==> src/rtl/gpio_checkpoint_pkg.sv <==
// Shared definitions for the GPIO checkpoint sequencer: state encoding,
// table entry field positions and default timing constants.
package gpio_checkpoint_pkg;

    typedef enum logic [2:0] {
        ST_IDLE  = 3'd0,
        ST_MATCH = 3'd1,
        ST_DELAY = 3'd2,
        ST_PASS  = 3'd3,
        ST_FAIL  = 3'd4
    } state_e;

    // Entry layout: {expect_hi, drive_lo, delay}
    localparam int unsigned ENTRY_W = 32;
    localparam int unsigned HI_W    = 8;
    localparam int unsigned DLY_W   = 16;
    localparam int unsigned EXP_MSB = 31;
    localparam int unsigned EXP_LSB = 24;
    localparam int unsigned DRV_MSB = 23;
    localparam int unsigned DRV_LSB = 16;
    localparam int unsigned DLY_MSB = 15;
    localparam int unsigned DLY_LSB = 0;

    localparam int unsigned DEF_TIMEOUT_CYCLES = 25000;
    localparam int unsigned DEF_STABLE_CYCLES  = 4;

endpackage

==> src/rtl/gpio_checkpoint_table.sv <==
// Step table: DEPTH x DW register file, one write port, async read port.
// Contents are intentionally not reset.
module gpio_checkpoint_table #(
    parameter int unsigned DEPTH = 16,
    parameter int unsigned AW    = 4,
    parameter int unsigned DW    = 32
) (
    input  logic          clk_i,
    input  logic          we_i,
    input  logic [AW-1:0] waddr_i,
    input  logic [DW-1:0] wdata_i,
    input  logic [AW-1:0] raddr_i,
    output logic [DW-1:0] rdata_o
);

    logic [DW-1:0] mem_q [DEPTH];

    // Write port
    always_ff @(posedge clk_i) begin
        if (we_i) begin
            mem_q[waddr_i] <= wdata_i;
        end
    end

    assign rdata_o = mem_q[raddr_i];

endmodule

==> src/rtl/gpio_checkpoint_seq.sv <==
// GPIO checkpoint sequencer: walks a table of expect/respond/delay steps
// against the firmware status byte and answers on the host lane.
// Optional macro GPIO_SYNC_EN inserts a 2-flop synchronizer on checkbits_hi_i.
module gpio_checkpoint_seq
    import gpio_checkpoint_pkg::*;
#(
    parameter int unsigned DEPTH          = 16,
    parameter int unsigned AW             = 4,
    parameter int unsigned TIMEOUT_CYCLES = DEF_TIMEOUT_CYCLES,
    parameter int unsigned STABLE_CYCLES  = DEF_STABLE_CYCLES
) (
    input  logic               clock,
    input  logic               reset,
    input  logic               tbl_we,
    input  logic [AW-1:0]      tbl_addr,
    input  logic [ENTRY_W-1:0] tbl_wdata,
    input  logic [AW:0]        tbl_len,
    input  logic               start,
    input  logic [HI_W-1:0]    checkbits_hi_i,
    output logic [HI_W-1:0]    checkbits_lo_o,
    output logic               checkbits_lo_oe,
    output logic               busy,
    output logic               pass,
    output logic               fail,
    output logic [AW-1:0]      step
);

    localparam int unsigned TW = $clog2(TIMEOUT_CYCLES + 1);
    localparam int unsigned SW = $clog2(STABLE_CYCLES + 1);
    localparam int unsigned LW = AW + 1;

    state_e             state_q;
    logic [AW-1:0]      step_q;
    logic [LW-1:0]      len_q;
    logic [TW-1:0]      tmo_q, tmo_d;
    logic [SW-1:0]      stab_q, stab_d;
    logic [DLY_W-1:0]   dly_q;
    logic [HI_W-1:0]    lo_q;
    logic               oe_q, busy_q, pass_q, fail_q;

    logic [ENTRY_W-1:0] entry;
    logic [HI_W-1:0]    hi_cmp;
    logic               tbl_wr_ok, hit, match_done, tmo_done, last_step;
    logic [LW-1:0]      len_eff;

`ifdef GPIO_SYNC_EN
    logic [HI_W-1:0] sync1_q, sync2_q;

    // Two-flop synchronizer for the asynchronous pad byte
    always_ff @(posedge clock) begin
        if (reset) begin
            sync1_q <= '0;
            sync2_q <= '0;
        end else begin
            sync1_q <= checkbits_hi_i;
            sync2_q <= sync1_q;
        end
    end

    assign hi_cmp = sync2_q;
`else
    assign hi_cmp = checkbits_hi_i;
`endif

    assign tbl_wr_ok = tbl_we && !busy_q && (LW'(tbl_addr) < LW'(DEPTH));

    gpio_checkpoint_table #(
        .DEPTH (DEPTH),
        .AW    (AW),
        .DW    (ENTRY_W)
    ) u_table (
        .clk_i   (clock),
        .we_i    (tbl_wr_ok),
        .waddr_i (tbl_addr),
        .wdata_i (tbl_wdata),
        .raddr_i (step_q),
        .rdata_o (entry)
    );

    // Saturating counter updates and step decisions for the current cycle
    always_comb begin
        tmo_d      = (tmo_q == TW'(TIMEOUT_CYCLES)) ? tmo_q : tmo_q + TW'(1);
        hit        = (hi_cmp == entry[EXP_MSB:EXP_LSB]);
        stab_d     = '0;
        if (hit) begin
            stab_d = (stab_q == SW'(STABLE_CYCLES)) ? stab_q : stab_q + SW'(1);
        end
        match_done = hit && (stab_d == SW'(STABLE_CYCLES));
        tmo_done   = (tmo_d == TW'(TIMEOUT_CYCLES));
        last_step  = (LW'(step_q) == len_q - LW'(1));
        len_eff    = (tbl_len > LW'(DEPTH)) ? LW'(DEPTH) : tbl_len;
    end

    // Sequencer FSM with registered outputs
    always_ff @(posedge clock) begin
        if (reset) begin
            state_q <= ST_IDLE;
            step_q  <= '0;
            len_q   <= '0;
            tmo_q   <= '0;
            stab_q  <= '0;
            dly_q   <= '0;
            lo_q    <= '0;
            oe_q    <= 1'b0;
            busy_q  <= 1'b0;
            pass_q  <= 1'b0;
            fail_q  <= 1'b0;
        end else begin
            case (state_q)
                ST_IDLE, ST_PASS, ST_FAIL: begin
                    if (start) begin
                        pass_q <= 1'b0;
                        fail_q <= 1'b0;
                        step_q <= '0;
                        tmo_q  <= '0;
                        stab_q <= '0;
                        if (tbl_len == '0) begin
                            pass_q  <= 1'b1;
                            state_q <= ST_PASS;
                        end else begin
                            len_q   <= len_eff;
                            busy_q  <= 1'b1;
                            state_q <= ST_MATCH;
                        end
                    end
                end
                ST_MATCH: begin
                    if (match_done) begin
                        lo_q    <= entry[DRV_MSB:DRV_LSB];
                        oe_q    <= 1'b1;
                        dly_q   <= entry[DLY_MSB:DLY_LSB];
                        tmo_q   <= '0;
                        stab_q  <= '0;
                        state_q <= ST_DELAY;
                    end else if (tmo_done) begin
                        tmo_q   <= '0;
                        stab_q  <= '0;
                        fail_q  <= 1'b1;
                        busy_q  <= 1'b0;
                        state_q <= ST_FAIL;
                    end else begin
                        tmo_q  <= tmo_d;
                        stab_q <= stab_d;
                    end
                end
                ST_DELAY: begin
                    if (dly_q == '0) begin
                        if (last_step) begin
                            pass_q  <= 1'b1;
                            busy_q  <= 1'b0;
                            state_q <= ST_PASS;
                        end else begin
                            step_q  <= step_q + AW'(1);
                            state_q <= ST_MATCH;
                        end
                    end else begin
                        dly_q <= dly_q - DLY_W'(1);
                    end
                end
                default: state_q <= ST_IDLE;
            endcase
        end
    end

    assign checkbits_lo_o  = lo_q;
    assign checkbits_lo_oe = oe_q;
    assign busy            = busy_q;
    assign pass            = pass_q;
    assign fail            = fail_q;
    assign step            = step_q;

endmodule

==> config.mk <==
export PLATFORM = sky130hd
export DESIGN_NAME = gpio_checkpoint_seq
export DESIGN_NICKNAME = d
export VERILOG_FILES = /design/src/rtl/gpio_checkpoint_pkg.sv /design/src/rtl/gpio_checkpoint_table.sv /design/src/rtl/gpio_checkpoint_seq.sv
export SDC_FILE = /design/constraint.sdc
export NUM_CORES = 1
export LEC_CHECK = 0
export ABC_CLOCK_PERIOD_IN_PS = 8100
export BUFFER_PORTS_ARGS = -buffer_cell sky130_fd_sc_hd__clkbuf_2
export CAP_MARGIN = 20
export CORE_UTILIZATION = 63
export CTS_CLUSTER_SIZE = 20
export DETAILED_ROUTE_END_ITERATION = 10
export PLACE_DENSITY = 0.81
export SLEW_MARGIN = 20
export SYNTH_ARGS = -nofsm -noshare
export SYNTH_HDL_FRONTEND = slang
export SYNTH_SLANG_ARGS = --single-unit
==> constraint.sdc <==
create_clock -name clock -period 8.1 [get_ports clock]
set_input_delay 1.62 -clock clock [delete_from_list [all_inputs] [get_ports clock]]
set_output_delay 1.62 -clock clock [all_outputs]
set_load 0.02 [all_outputs]
==> insert_results.sql <==
INSERT INTO impl_metrics (metric_group, metric, value, unit) VALUES
('clock_network', 'cts_sinks', '574', ''),
('global_route', 'grt_pass1_vias', '12733', ''),
('finish', 'layout_commonest_cell', 'sky130_fd_sc_hd__edfxtp_1', ''),
('setup_path', 'crit_chain', 'mux2_2 -> o22ai_1 -> or3_1 -> nand4_1 -> o41ai_2 -> nand4_1 -> nand2_1 -> o22ai_1', ''),
('run_status', 'violated_checks', 'DRC', ''),
('floorplan', 'starting_density_of_the_core', '64.4', '%'),
('floorplan', 'placeableCoreArea', '35800', 'um^2'),
('setup_path', 'arrival', '4.72', 'ns'),
('synth', 'synth-edff-count', '512', ''),
('detailed_routing', 'routed-via-count', '12724', ''),
('finish', 'drive_gt1_share', '25.5', '%'),
('detailed_routing', 'first_pass_iters', '8', ''),
('synth', 'synth.yosys.seq_area_share', '72.0', '%'),
('finish', 'layout.nets', '1401', ''),
('setup_path', 'timing_worst_setup_path_type', 'reg2reg', ''),
('detailed_routing', 'detail_route.iter0.violations', '1421', ''),
('global_route', 'grt_pass1_wl', '79.7', 'mm'),
('global_route', 'grt_antenna_before_repair', '0', ''),
('detailed_routing', 'route.detailed.vias_per_inst', '6.89', ''),
('finish', 'area_growth_from_synthesis_to_layout', '11.6', '%'),
('placed_design', 'placedCellCount', '1747', ''),
('timing', 'finalCriticalPeriod', '4.29', 'ns'),
('clock_network', 'postCtsResizedCells', '0', ''),
('synth', 'post_synthesis_area_per_instance', '18.3', 'um^2'),
('placed_design', 'io_buffers', '68', ''),
('clock_network', 'htreeDepth', '2', ''),
('power_and_ir_drop', 'p_per_area', '246', 'nW/um^2'),
('clock_network', 'cts_hold_buf', '0', ''),
('clock_network', 'clock_tree.root_cell', 'sky130_fd_sc_hd__clkbuf_16', ''),
('timing', 'timing_worst_slew_pin_value', '0.942', 'ns'),
('setup_path', 'cpMaxStageDelayCell', 'sky130_fd_sc_hd__dfxtp_4', ''),
('setup_path', 'setup.worst_path.end', 'dly_q[12]$_SDFFE_PP0P_', ''),
('synth', 'netlist-cell-type-count', '74', ''),
('finish', 'layout_common_cells', '512 x sky130_fd_sc_hd__edfxtp_1, 135 x sky130_fd_sc_hd__mux4_2, 72 x sky130_fd_sc_hd__nand2_1', ''),
('timing', 'setup_violations', '0', ''),
('clock_network', 'tritoncts_clock_tree', 'done', ''),
('run_status', 'status', 'complete, but fails checks', ''),
('setup_path', 'worst-r2r-setup-slack', '3.81', 'ns'),
('setup_path', 'cp.required', '8.53', 'ns'),
('clock_network', 'clk_pin_slew', '0.06', 'ns'),
('clock_network', 'max-clock-path-buffers', '3', ''),
('timing', 'grt_setup_unrepaired', 'no', ''),
('timing', 'postLayoutSetupSlackWorst', '3.81', 'ns'),
('clock_network', 'worstSkewPairLatency', '0.60', 'ns'),
('synth', 'synthesis.instances', '1259', ''),
('timing', 'slew_headroom', '37.2', '%'),
('detailed_routing', 'post-route-drc-count', '12', ''),
('synth', 'synth_top_flop_cell', 'sky130_fd_sc_hd__edfxtp_1', ''),
('synth', 'synth-async-reset-ratio', '0', '%'),
('synth', 'ys_ff_latch', '574', ''),
('setup_path', 'worstRegToRegCells', '8', ''),
('flow_run', 'cap_violations', '0', ''),
('floorplan', 'ioPinCount', '69', ''),
('clock_network', 'post_cts_buffers', '0', ''),
('timing', 'timing_hold_violations_final', '0', ''),
('global_route', 'grt_start_max_net_pins', '63', ''),
('detailed_routing', 'routedWlPerCell', '28.9', 'um'),
('timing', 'report.final.slew_viol_count', '0', ''),
('floorplan', 'chipWidth', '193', 'um'),
('timing', 'setup_tns', '0', 'ns'),
('min_path', 'holdCritPathClass', 'reg2reg', ''),
('synth', 'yosysWarningCount', '0', ''),
('floorplan', 'design.die.area', '37400', 'um^2'),
('floorplan', 'rows', '69', ''),
('synth', 'synth_nets', '1319', ''),
('global_route', 'global_route_congestion_overflow_total', '0', ''),
('clock_network', 'cts_buffers', '53', ''),
('finish', 'finish.cell_count_without_fillers', '1847', ''),
('timing', 'clock.fmax', '233', 'MHz'),
('synth', 'post_synth_instance_area', '23100', 'um^2'),
('setup_path', 'end_kind', 'flip-flop', '');
## sequential cells by signal (all words and copies together), names as in the netlist, 3 cells and up, named ones only
name	count
stab_q	3
checkbits_lo_o	8
u_table.mem_q	512
step	4
dly_q	16
len_q	5
state_q	3
tmo_q	15
## cells in the mapped netlist (5+ instances only)
master                     number  share of area, %
sky130_fd_sc_hd__a21oi_1       29              0.63
sky130_fd_sc_hd__nand2_1       72               1.2
sky130_fd_sc_hd__nor3b_1        6              0.20
sky130_fd_sc_hd__dfxtp_1       62               5.4
sky130_fd_sc_hd__xnor2_1        6              0.23
sky130_fd_sc_hd__buf_1          9              0.15
sky130_fd_sc_hd__o31ai_1        8              0.26
sky130_fd_sc_hd__or3_1          7              0.19
sky130_fd_sc_hd__mux2_2        13              0.63
sky130_fd_sc_hd__and3_1        12              0.33
sky130_fd_sc_hd__a31oi_1        6              0.16
sky130_fd_sc_hd__nor3_1        18              0.39
sky130_fd_sc_hd__inv_1         15              0.24
sky130_fd_sc_hd__a22oi_1        5              0.16
sky130_fd_sc_hd__ha_1           7              0.38
sky130_fd_sc_hd__nor4_1         9              0.24
sky130_fd_sc_hd__o21ai_0       18              0.39
sky130_fd_sc_hd__buf_2         22              0.48
sky130_fd_sc_hd__clkbuf_1      28              0.46
sky130_fd_sc_hd__edfxtp_1     512                67
sky130_fd_sc_hd__nor2_1        58              0.94
sky130_fd_sc_hd__a221o_1        6              0.26
sky130_fd_sc_hd__nand3_1       17              0.37
sky130_fd_sc_hd__xor2_1        23              0.87
sky130_fd_sc_hd__nand2b_1       9              0.24
sky130_fd_sc_hd__a22o_1         8              0.30
sky130_fd_sc_hd__mux4_2       135                13
sky130_fd_sc_hd__mux2i_1       27               1.2
sky130_fd_sc_hd__and2_1         5              0.14
sky130_fd_sc_hd__nand4_1        9              0.24
sky130_fd_sc_hd__o22ai_1       17              0.46
## stage by stage
step / instance area, um^2 / hold slack, ns / util (%) / power [mW]
CTS: 25800 / 0.475 / 71.9 / 6.35
floorplan: 23100 / 0.447 / - / 3.72
global route: 25800 / 0.501 / 71.9 / 6.50
detailed placement: 24000 / 0.464 / 67.0 / 3.87
global placement: 24000 / 0.451 / 67.0 / 3.85
finish: 25800 / 0.480 / 71.9 / 6.33
## report_power, final
group / internal [mW] / switching, mW
sequential: 3.27 / 0.0509
combinational: 0.230 / 0.266
clock: 1.45 / 1.06
## critical path: cells and delay by family, from the launching register on
kind,cells,cell delay (ns)
mux,1,0.43
simple gates,4,1.59
compound gates,3,1.12
flops,1,0.95
## per-layer routing
layer / share of wire, % / global-route usage (%) / up-vias
met5: 0 / 0 / -
met4: 3.5 / 12.3 / 0
met3: 8.8 / 4.72 / 128
met2: 49 / 47.0 / 714
li1: - / - / 5310
met1: 39 / 40.5 / 6572
## cell families (layout without fill, tap and decap cells)
group | count (synthesis) | after routing | synth area share [%]
DFF | 574 | 574 | 72.0
adders and majority gates | 7 | 7 | 0.379
other | 0 | 1 | 0
AOI/OAI and AO/OA | 143 | 143 | 4.42
xor gates and xnor gates | 30 | 30 | 1.20
and+or+nand+nor | 249 | 249 | 5.39
buffers and inverters | 79 | 205 | 1.55
muxes | 177 | 177 | 15.1
## final cells by class
class	instances	area [um^2]
well taps	461	577
multi-input cells	606	6230
clock inverters	21	226
repair buffers	91	513
flip-flops and latches	574	16600
fillers	2072	10100
inverters	15	56.3
diodes	1	2.50
clock buffers	78	1540
## worst min-delay path by stage
stage	start	endpoint	slack [ns]	cells after the start
after detailed placement	checkbits_lo_o[6]$_SDFFE_PP0P_	checkbits_lo_o[6]$_SDFFE_PP0P_	0.46	2
after global routing	dly_q[15]$_SDFFE_PP0P_	dly_q[15]$_SDFFE_PP0P_	0.50	2
after global placement	checkbits_lo_o[6]$_SDFFE_PP0P_	checkbits_lo_o[6]$_SDFFE_PP0P_	0.45	2
final	dly_q[15]$_SDFFE_PP0P_	dly_q[15]$_SDFFE_PP0P_	0.48	2
after floorplan	dly_q[15]$_SDFFE_PP0P_	dly_q[15]$_SDFFE_PP0P_	0.45	2
after CTS	dly_q[15]$_SDFFE_PP0P_	dly_q[15]$_SDFFE_PP0P_	0.48	2
(Power assumes the default switching activity.)
